## config.mk

```make
export PLATFORM = sky130hd
export DESIGN_NAME = spike_rate_decoder_flat
export DESIGN_NICKNAME = d
export VERILOG_FILES = /design/src/rtl/spike_rate_decoder_if.sv /design/src/rtl/spike_rate_decoder.sv /design/src/flat_wrapper.sv
export SDC_FILE = /design/constraint.sdc
export NUM_CORES = 1
export LEC_CHECK = 0
export BUFFER_PORTS_ARGS = -buffer_cell sky130_fd_sc_hd__buf_2
export CAP_MARGIN = 25
export CORE_AREA = 8 8 65 89
export DETAILED_ROUTE_END_ITERATION = 6
export DIE_AREA = 0 0 73 97
export PLACE_DENSITY = 0.85
export SLEW_MARGIN = 20
export SYNTH_ARGS = -nofsm -noshare
export SYNTH_HDL_FRONTEND = slang
export SYNTH_SLANG_ARGS = --single-unit
```

## constraint.sdc

```tcl
create_clock -name clk -period 3.69 [get_ports clk]
set_input_delay 0.369 -clock clk [delete_from_list [all_inputs] [get_ports clk]]
set_output_delay 0.369 -clock clk [all_outputs]
set_load 0.01 [all_outputs]
```

## src/rtl/spike_rate_decoder_if.sv

```systemverilog
// Spike-rate decoder bus: neuron-side inputs and rate/display outputs.
interface spike_rate_decoder_if #(
  parameter int CNT_W = 8
);
  logic             ena;
  logic             spike_in;
  logic [CNT_W-1:0] rate;
  logic             rate_valid;
  logic             ovf;
  logic [7:0]       seg;

  // The decoder consumes ena/spike_in and produces the measured rate.
  modport slave (
    input  ena,
    input  spike_in,
    output rate,
    output rate_valid,
    output ovf,
    output seg
  );

  // The neuron/top level drives the spike line and reads the rate.
  modport master (
    output ena,
    output spike_in,
    input  rate,
    input  rate_valid,
    input  ovf,
    input  seg
  );
endinterface

```

## src/rtl/spike_rate_decoder.sv

```systemverilog
// Spike-rate decoder: counts rising edges of the spike line over a fixed
// window of clock cycles, latches the count as a rate and shows it on a
// 7-segment digit (saturating at F, dp marks >=16 or counter overflow).
// CNT_W must be at least 4 so the low nibble feeds the display directly.
module spike_rate_decoder #(
  parameter logic [23:0] WINDOW_CYCLES = 24'd10_000_000,
  parameter int          CNT_W         = 8
) (
  input logic                  clk,
  input logic                  rst_n,
  spike_rate_decoder_if.slave  bus
);

  localparam logic [23:0]      LAST_POS = WINDOW_CYCLES - 24'd1;
  localparam logic [CNT_W-1:0] CNT_MAX  = {CNT_W{1'b1}};
  localparam logic [CNT_W-1:0] CNT_ONE  = {{(CNT_W-1){1'b0}}, 1'b1};

  logic             spikePrev_q;
  logic [23:0]      winCnt_q, winCnt_d;
  logic [CNT_W-1:0] spkCnt_q, spkCnt_d;
  logic             sticky_q, sticky_d;
  logic [CNT_W-1:0] rate_q, rate_d;
  logic             ovf_q, ovf_d;
  logic             valid_q, valid_d;
  logic             spikeEdge;
  logic             terminal;
  logic             overSixteen;
  logic [3:0]       digit;
  logic [6:0]       segCode;

  // A held-high spike counts once; the previous level tracks even while disabled.
  assign spikeEdge = bus.spike_in & ~spikePrev_q;
  assign terminal  = (winCnt_q == LAST_POS);

  // Edge-detect history follows the spike line on every cycle.
  always_ff @(posedge clk or negedge rst_n) begin
    if (!rst_n) spikePrev_q <= 1'b0;
    else        spikePrev_q <= bus.spike_in;
  end

  // Window/spike counting and rate latch; everything freezes when ena is low.
  always_comb begin
    winCnt_d = winCnt_q;
    spkCnt_d = spkCnt_q;
    sticky_d = sticky_q;
    rate_d   = rate_q;
    ovf_d    = ovf_q;
    valid_d  = 1'b0;
    if (bus.ena) begin
      if (terminal) begin
        winCnt_d = 24'd0;
        valid_d  = 1'b1;
        spkCnt_d = '0;
        sticky_d = 1'b0;
        if (spikeEdge && (spkCnt_q == CNT_MAX)) begin
          rate_d = CNT_MAX;
          ovf_d  = 1'b1;
        end else begin
          rate_d = spikeEdge ? spkCnt_q + CNT_ONE : spkCnt_q;
          ovf_d  = sticky_q;
        end
      end else begin
        winCnt_d = winCnt_q + 24'd1;
        if (spikeEdge) begin
          if (spkCnt_q == CNT_MAX) sticky_d = 1'b1;
          else                     spkCnt_d = spkCnt_q + CNT_ONE;
        end
      end
    end
  end

  // State registers, cleared asynchronously so a reset discards any partial window.
  always_ff @(posedge clk or negedge rst_n) begin
    if (!rst_n) begin
      winCnt_q <= 24'd0;
      spkCnt_q <= '0;
      sticky_q <= 1'b0;
      rate_q   <= '0;
      ovf_q    <= 1'b0;
      valid_q  <= 1'b0;
    end else begin
      winCnt_q <= winCnt_d;
      spkCnt_q <= spkCnt_d;
      sticky_q <= sticky_d;
      rate_q   <= rate_d;
      ovf_q    <= ovf_d;
      valid_q  <= valid_d;
    end
  end

  // Display digit saturates at F once the rate no longer fits in one hex digit.
  assign overSixteen = |(rate_q >> 4);
  assign digit       = overSixteen ? 4'hF : rate_q[3:0];

  // Hex digit to segment pattern, bit order {g,f,e,d,c,b,a}.
  always_comb begin
    segCode = 7'h3F;
    case (digit)
      4'h0: segCode = 7'h3F;
      4'h1: segCode = 7'h06;
      4'h2: segCode = 7'h5B;
      4'h3: segCode = 7'h4F;
      4'h4: segCode = 7'h66;
      4'h5: segCode = 7'h6D;
      4'h6: segCode = 7'h7D;
      4'h7: segCode = 7'h07;
      4'h8: segCode = 7'h7F;
      4'h9: segCode = 7'h6F;
      4'hA: segCode = 7'h77;
      4'hB: segCode = 7'h7C;
      4'hC: segCode = 7'h39;
      4'hD: segCode = 7'h5E;
      4'hE: segCode = 7'h79;
      4'hF: segCode = 7'h71;
      default: segCode = 7'h3F;
    endcase
  end

  assign bus.rate       = rate_q;
  assign bus.ovf        = ovf_q;
  assign bus.rate_valid = valid_q;
  assign bus.seg        = {ovf_q | overSixteen, segCode};

endmodule

```

## src/flat_wrapper.sv

```systemverilog
// flat-port wrapper written by rule: the top's interface ports become plain ports
module spike_rate_decoder_flat 
#(
  parameter logic [23:0] WINDOW_CYCLES = 24'd10_000_000,
  parameter int          CNT_W         = 8
)
  (clk, rst_n, bus_ena, bus_spike_in, bus_rate, bus_rate_valid, bus_ovf, bus_seg);
  spike_rate_decoder_if #(.CNT_W(CNT_W)) bus_i ();
  input logic clk;
  input logic rst_n;
  input wire logic [$bits(bus_i.ena)-1:0] bus_ena;
  input wire logic [$bits(bus_i.spike_in)-1:0] bus_spike_in;
  output wire logic [$bits(bus_i.rate)-1:0] bus_rate;
  output wire logic [$bits(bus_i.rate_valid)-1:0] bus_rate_valid;
  output wire logic [$bits(bus_i.ovf)-1:0] bus_ovf;
  output wire logic [$bits(bus_i.seg)-1:0] bus_seg;
  assign bus_i.ena = bus_ena;
  assign bus_i.spike_in = bus_spike_in;
  assign bus_rate = bus_i.rate;
  assign bus_rate_valid = bus_i.rate_valid;
  assign bus_ovf = bus_i.ovf;
  assign bus_seg = bus_i.seg;
  spike_rate_decoder #(.WINDOW_CYCLES(WINDOW_CYCLES), .CNT_W(CNT_W)) u_core (.clk(clk), .rst_n(rst_n), .bus(bus_i));
endmodule
```

==> summary.md <==
| Metric | Value |
|---|---|
| Normalized max-slew margin | `46.2%` |
| Clock Tree Root | `clkbuf_8` |
| FFs w/ async S/R, synth | `between 90% and 100%` |
| Adder-Cell Fraction of Synth Area | `roughly 4.3%` |
| 1st-iter DRT viols | `109` |
| Final setup fails | `0` |
| Sw Share | `approximately 29%` |
| Worst R2R Start | `u_core.winCnt_q[11]` |
| Worst Path Arrival | `around 2.5 ns` |
| Avg Cell Area, Syn | `roughly 9.5 um^2` |
| Die W | `73 um` |
| Gpl congestion | `approximately 0.9` |
| Die area | `0.00708 mm^2` |
| Cell taking the most area after synthesis | `dfrtp_1` |
| All-layer global routing usage | `around 17%` |
| Total gr overflow | `0` |
| Final clock skew | `~0.0052 ns` |
| I/O Pins | `22` |
| Final Max Tran Viols | `0` |
| YS warnings | `0` |
| Fillers | `roughly 380` |
| Post-CTS Setup Bufs | `0` |
| H-tree depth | `2` |
| Initial core utilization | `between 50% and 60%` |
| Final wirelength | `5790 um` |
| Final Net Count | `305` |
| Initial antenna violation count | `0` |
| Largest family of logic cells by synthesized area | `simple AND/OR/NAND/NOR gates` |
| Core Area | `around 0.0045 mm^2` |
| WL/cell | `between 15 and 20 um` |
| Mux cell area share after synthesis | `under 10%` |
| Cell-internal power | `around 0.75 mW` |
| Largest net degree at the start of global routing | `45` |
| Worst Path Required | `roughly 3.3 ns` |
| FF+latch count, synth | `44` |
| CP startpoint kind | `flop` |
| Average vias per placed instance | `slightly above 6` |
| Synth Cell Area | `0.00259 mm^2` |
| Area grow syn2layout | `10.0%` |
| Fin crit period | `just under 3 ns` |
| Main area contributors after synthesis | `dfrtp_1 43%, ha_1 4.3%, nand2_1 3.5%` |
| Clk buf depth | `2` |
| Setup crit end | `bus_seg[0]` |
| Netlist cell types | `54` |
| R2R setup slack | `1.15 ns` |
| Final worst slack | `around 0.8 ns` |
| FF-to-FF End | `u_core.bus.rate[6]` |
| Die Y-Extent | `~97 um` |
| First-pass GRT wire length | `9720 um` |
| Status | `finished clean` |
| RSZ-0062 raised after global routing | `no` |
| Diode count | `0` |
| CTS resizes | `0` |
| CTS tree | `done` |
| Yosys top cell area share | `roughly 43%` |
| Simple-gate share of the synthesized area | `a little over a fifth` |
| Post-DP HPWL | `approximately 4300 um` |
| Worst setup path start | `u_core.bus.rate[4]` |
| Worst reg2reg path depth | `4` |
| Post-synth EDFFs | `0` |
| Compound-gate portion of the synthesized area | `between 10% and 20%` |
| Max FO, Critical Path | `7` |
| Setup TNS | `0 ns` |
| Max_cap viols | `0` |
| Row cnt | `29` |
| Register area share after synthesis | `between 40% and 50%` |
| Peak supply drop | `0.000395 V` |
| Crit share post-route | `around 80%` |
| Reg power frac | `a little under three fifths` |
| P_leak | `1.24 nW` |
| Combinational power share | `about 14%` |
| Clk slew on worst S/H paths | `roughly 0.070 ns` |
| Cells after synthesis | `between 200 and 300` |
| Clock sinks | `44` |
| Critical path type | `flop to output pin` |
| Psw | `roughly 0.30 mW` |
| Syn Nets | `around 290` |
| Post-route ant nets | `0` |
| Vias in the first global route | `about 2,000` |
| Hold/Removal Path Class | `input pin to flop` |
| Layout cell share with drive strength beyond 1 | `13.7%` |
| Ys flop type | `dfrtp_1` |
| Dpl ws | `1.15 ns` |
| Drt pass-1 iters | `4` |
| PwrDens | `around 370 mW/mm^2` |
| Final Hold Fails | `0` |
| Number of remaining DRC errors | `0` |
| Worst-Skew Late Latency | `~0.3 ns` |
| Post-synthesis xor/xnor area fraction | `5.41%` |
| Vias | `roughly 2,200` |
| Clock power share | `28.8%` |
| Slew @ Worst Pin | `~0.80 ns` |
| CP Capture Type | `output pin` |
| F_max | `346 MHz` |
| PortBufs | `21` |
| CTS buffer count | `5` |
area by class of cell:
cell class,instances,area (um^2),area share (%)
Multi-Input combinational cell,207,1400,49.2
Timing Repair Buffer,24,143,5.00
Clock buffer,8,90.1,3.16
Sequential cell,44,1100,38.6
Tap cell,62,77.6,2.72
Inverter,10,37.5,1.32
worst min-delay path by stage:
stage	from	to	slack (ns)	depth (start not counted)
global route	bus_spike_in	u_core.spikePrev_q	0.20	1
detailed placement	u_core.winCnt_q[6]	u_core.winCnt_q[6]	0.48	1
global placement	u_core.winCnt_q[14]	u_core.winCnt_q[14]	0.48	1
CTS	bus_spike_in	u_core.spikePrev_q	0.20	1
finish	bus_spike_in	u_core.spikePrev_q	0.20	1
floorplan	rst_n	u_core.bus.ovf	0.07	0
layer usage:
layer  wire, um  global-route usage, %  vias to the layer above
met5          0                      0                        -
met4        108                   7.43                        0
met3        260                   3.00                       10
met2       2950                   27.9                       50
met1       2480                   20.7                     1067
li1           -                      -                     1064
worst max-delay path: stages (launching register included):
cell      delay (ns)
dfrtp_1         0.43
nor4_1          0.38
buf_4           0.23
nand2b_1        0.13
inv_1           0.15
ha_1            0.27
nor2b_1         0.18
a31oi_1         0.06
o21ai_0         0.17
a21oi_1         0.06
buf_2           0.16
cell usage in the layout, fill, tap and decap left out, types with 5 or more instances in the layout:
cell,synthesis,final
nand3_1,14,14
a21oi_1,15,15
dfrtp_1,44,44
xnor2_1,7,7
clkbuf_8,0,6
buf_2,1,21
nand2_1,24,24
inv_1,10,10
mux2_2,5,5
or4_1,5,5
nor2_1,16,16
nand4_1,7,7
o21ai_0,13,13
o31ai_1,10,10
mux2i_1,6,6
nor4_1,8,8
ha_1,9,9
xor2_1,9,9
stage by stage:
step | area [um^2] | instances | utilization, % | hold slack, ns | total power [mW]
final | 2850 | 355 | 63.9 | 0.202 | 1.06
after global routing | 2850 | 355 | 63.9 | 0.201 | 1.11
after CTS | 2820 | 353 | 63.2 | 0.197 | 1.06
after detailed placement | 2730 | 345 | 61.2 | 0.482 | 0.757
after global placement | 2730 | 345 | 61.2 | 0.478 | 0.753
after floorplan | 2590 | 272 | - | 0.0734 | 0.706
registers in the layout, indices dropped and copies added (netlist names):
register and flops:
u_core.bus.rate 8, u_core.bus.rate_valid 1, u_core.winCnt_q 24, u_core.bus.ovf 1
u_core.spkCnt_q 8, u_core.spikePrev_q 1, u_core.sticky_q 1
power groups by stage:
| stage | Sequential [mW] | Combinational (mW) | Clock, mW |
|---|---|---|---|
| floorplan | 0.592 | 0.114 | 0 |
| global placement | 0.607 | 0.145 | 0 |
| detailed placement | 0.608 | 0.149 | 0 |
| CTS | 0.598 | 0.150 | 0.313 |
| global route | 0.608 | 0.173 | 0.328 |
| finish | 0.601 | 0.152 | 0.305 |
synth_stat cells, types with 2 or more instances:
| cell type | count |
|---|---|
| dfrtp_1 | 44 |
| nand2_1 | 24 |
| nor2_1 | 16 |
| a21oi_1 | 15 |
| nand3_1 | 14 |
| o21ai_0 | 13 |
| inv_1 | 10 |
| o31ai_1 | 10 |
| clkbuf_1 | 9 |
| ha_1 | 9 |
| xor2_1 | 9 |
| nor4_1 | 8 |
| nand4_1 | 7 |
| xnor2_1 | 7 |
| mux2i_1 | 6 |
| mux2_2 | 5 |
| or4_1 | 5 |
| a31oi_1 | 4 |
| and4_1 | 4 |
| nor3_1 | 4 |
| or3_1 | 4 |
| a22o_1 | 3 |
| a32o_1 | 3 |
| nand2b_1 | 3 |
| o22ai_1 | 3 |
| a2bb2oi_1 | 2 |
| a41oi_1 | 2 |
| nor2b_1 | 2 |
| o41ai_1 | 2 |
what timing repair did:
item | 4_1_cts | 5_1_grt
endpoints found under the setup margin | 0 | 0
hold buffers | 0 | 1
endpoints found under the hold margin | 0 | 10
cells by family after synthesis:
| kind of cell | Yosys count |
|---|---|
| compound gates | 68 |
| fa+ha+maj | 9 |
| xor+xnor | 16 |
| flops | 44 |
| mux | 12 |
| simple gates | 102 |
| buf+inv | 21 |
Note: power is estimated with default switching activity, not from simulation.
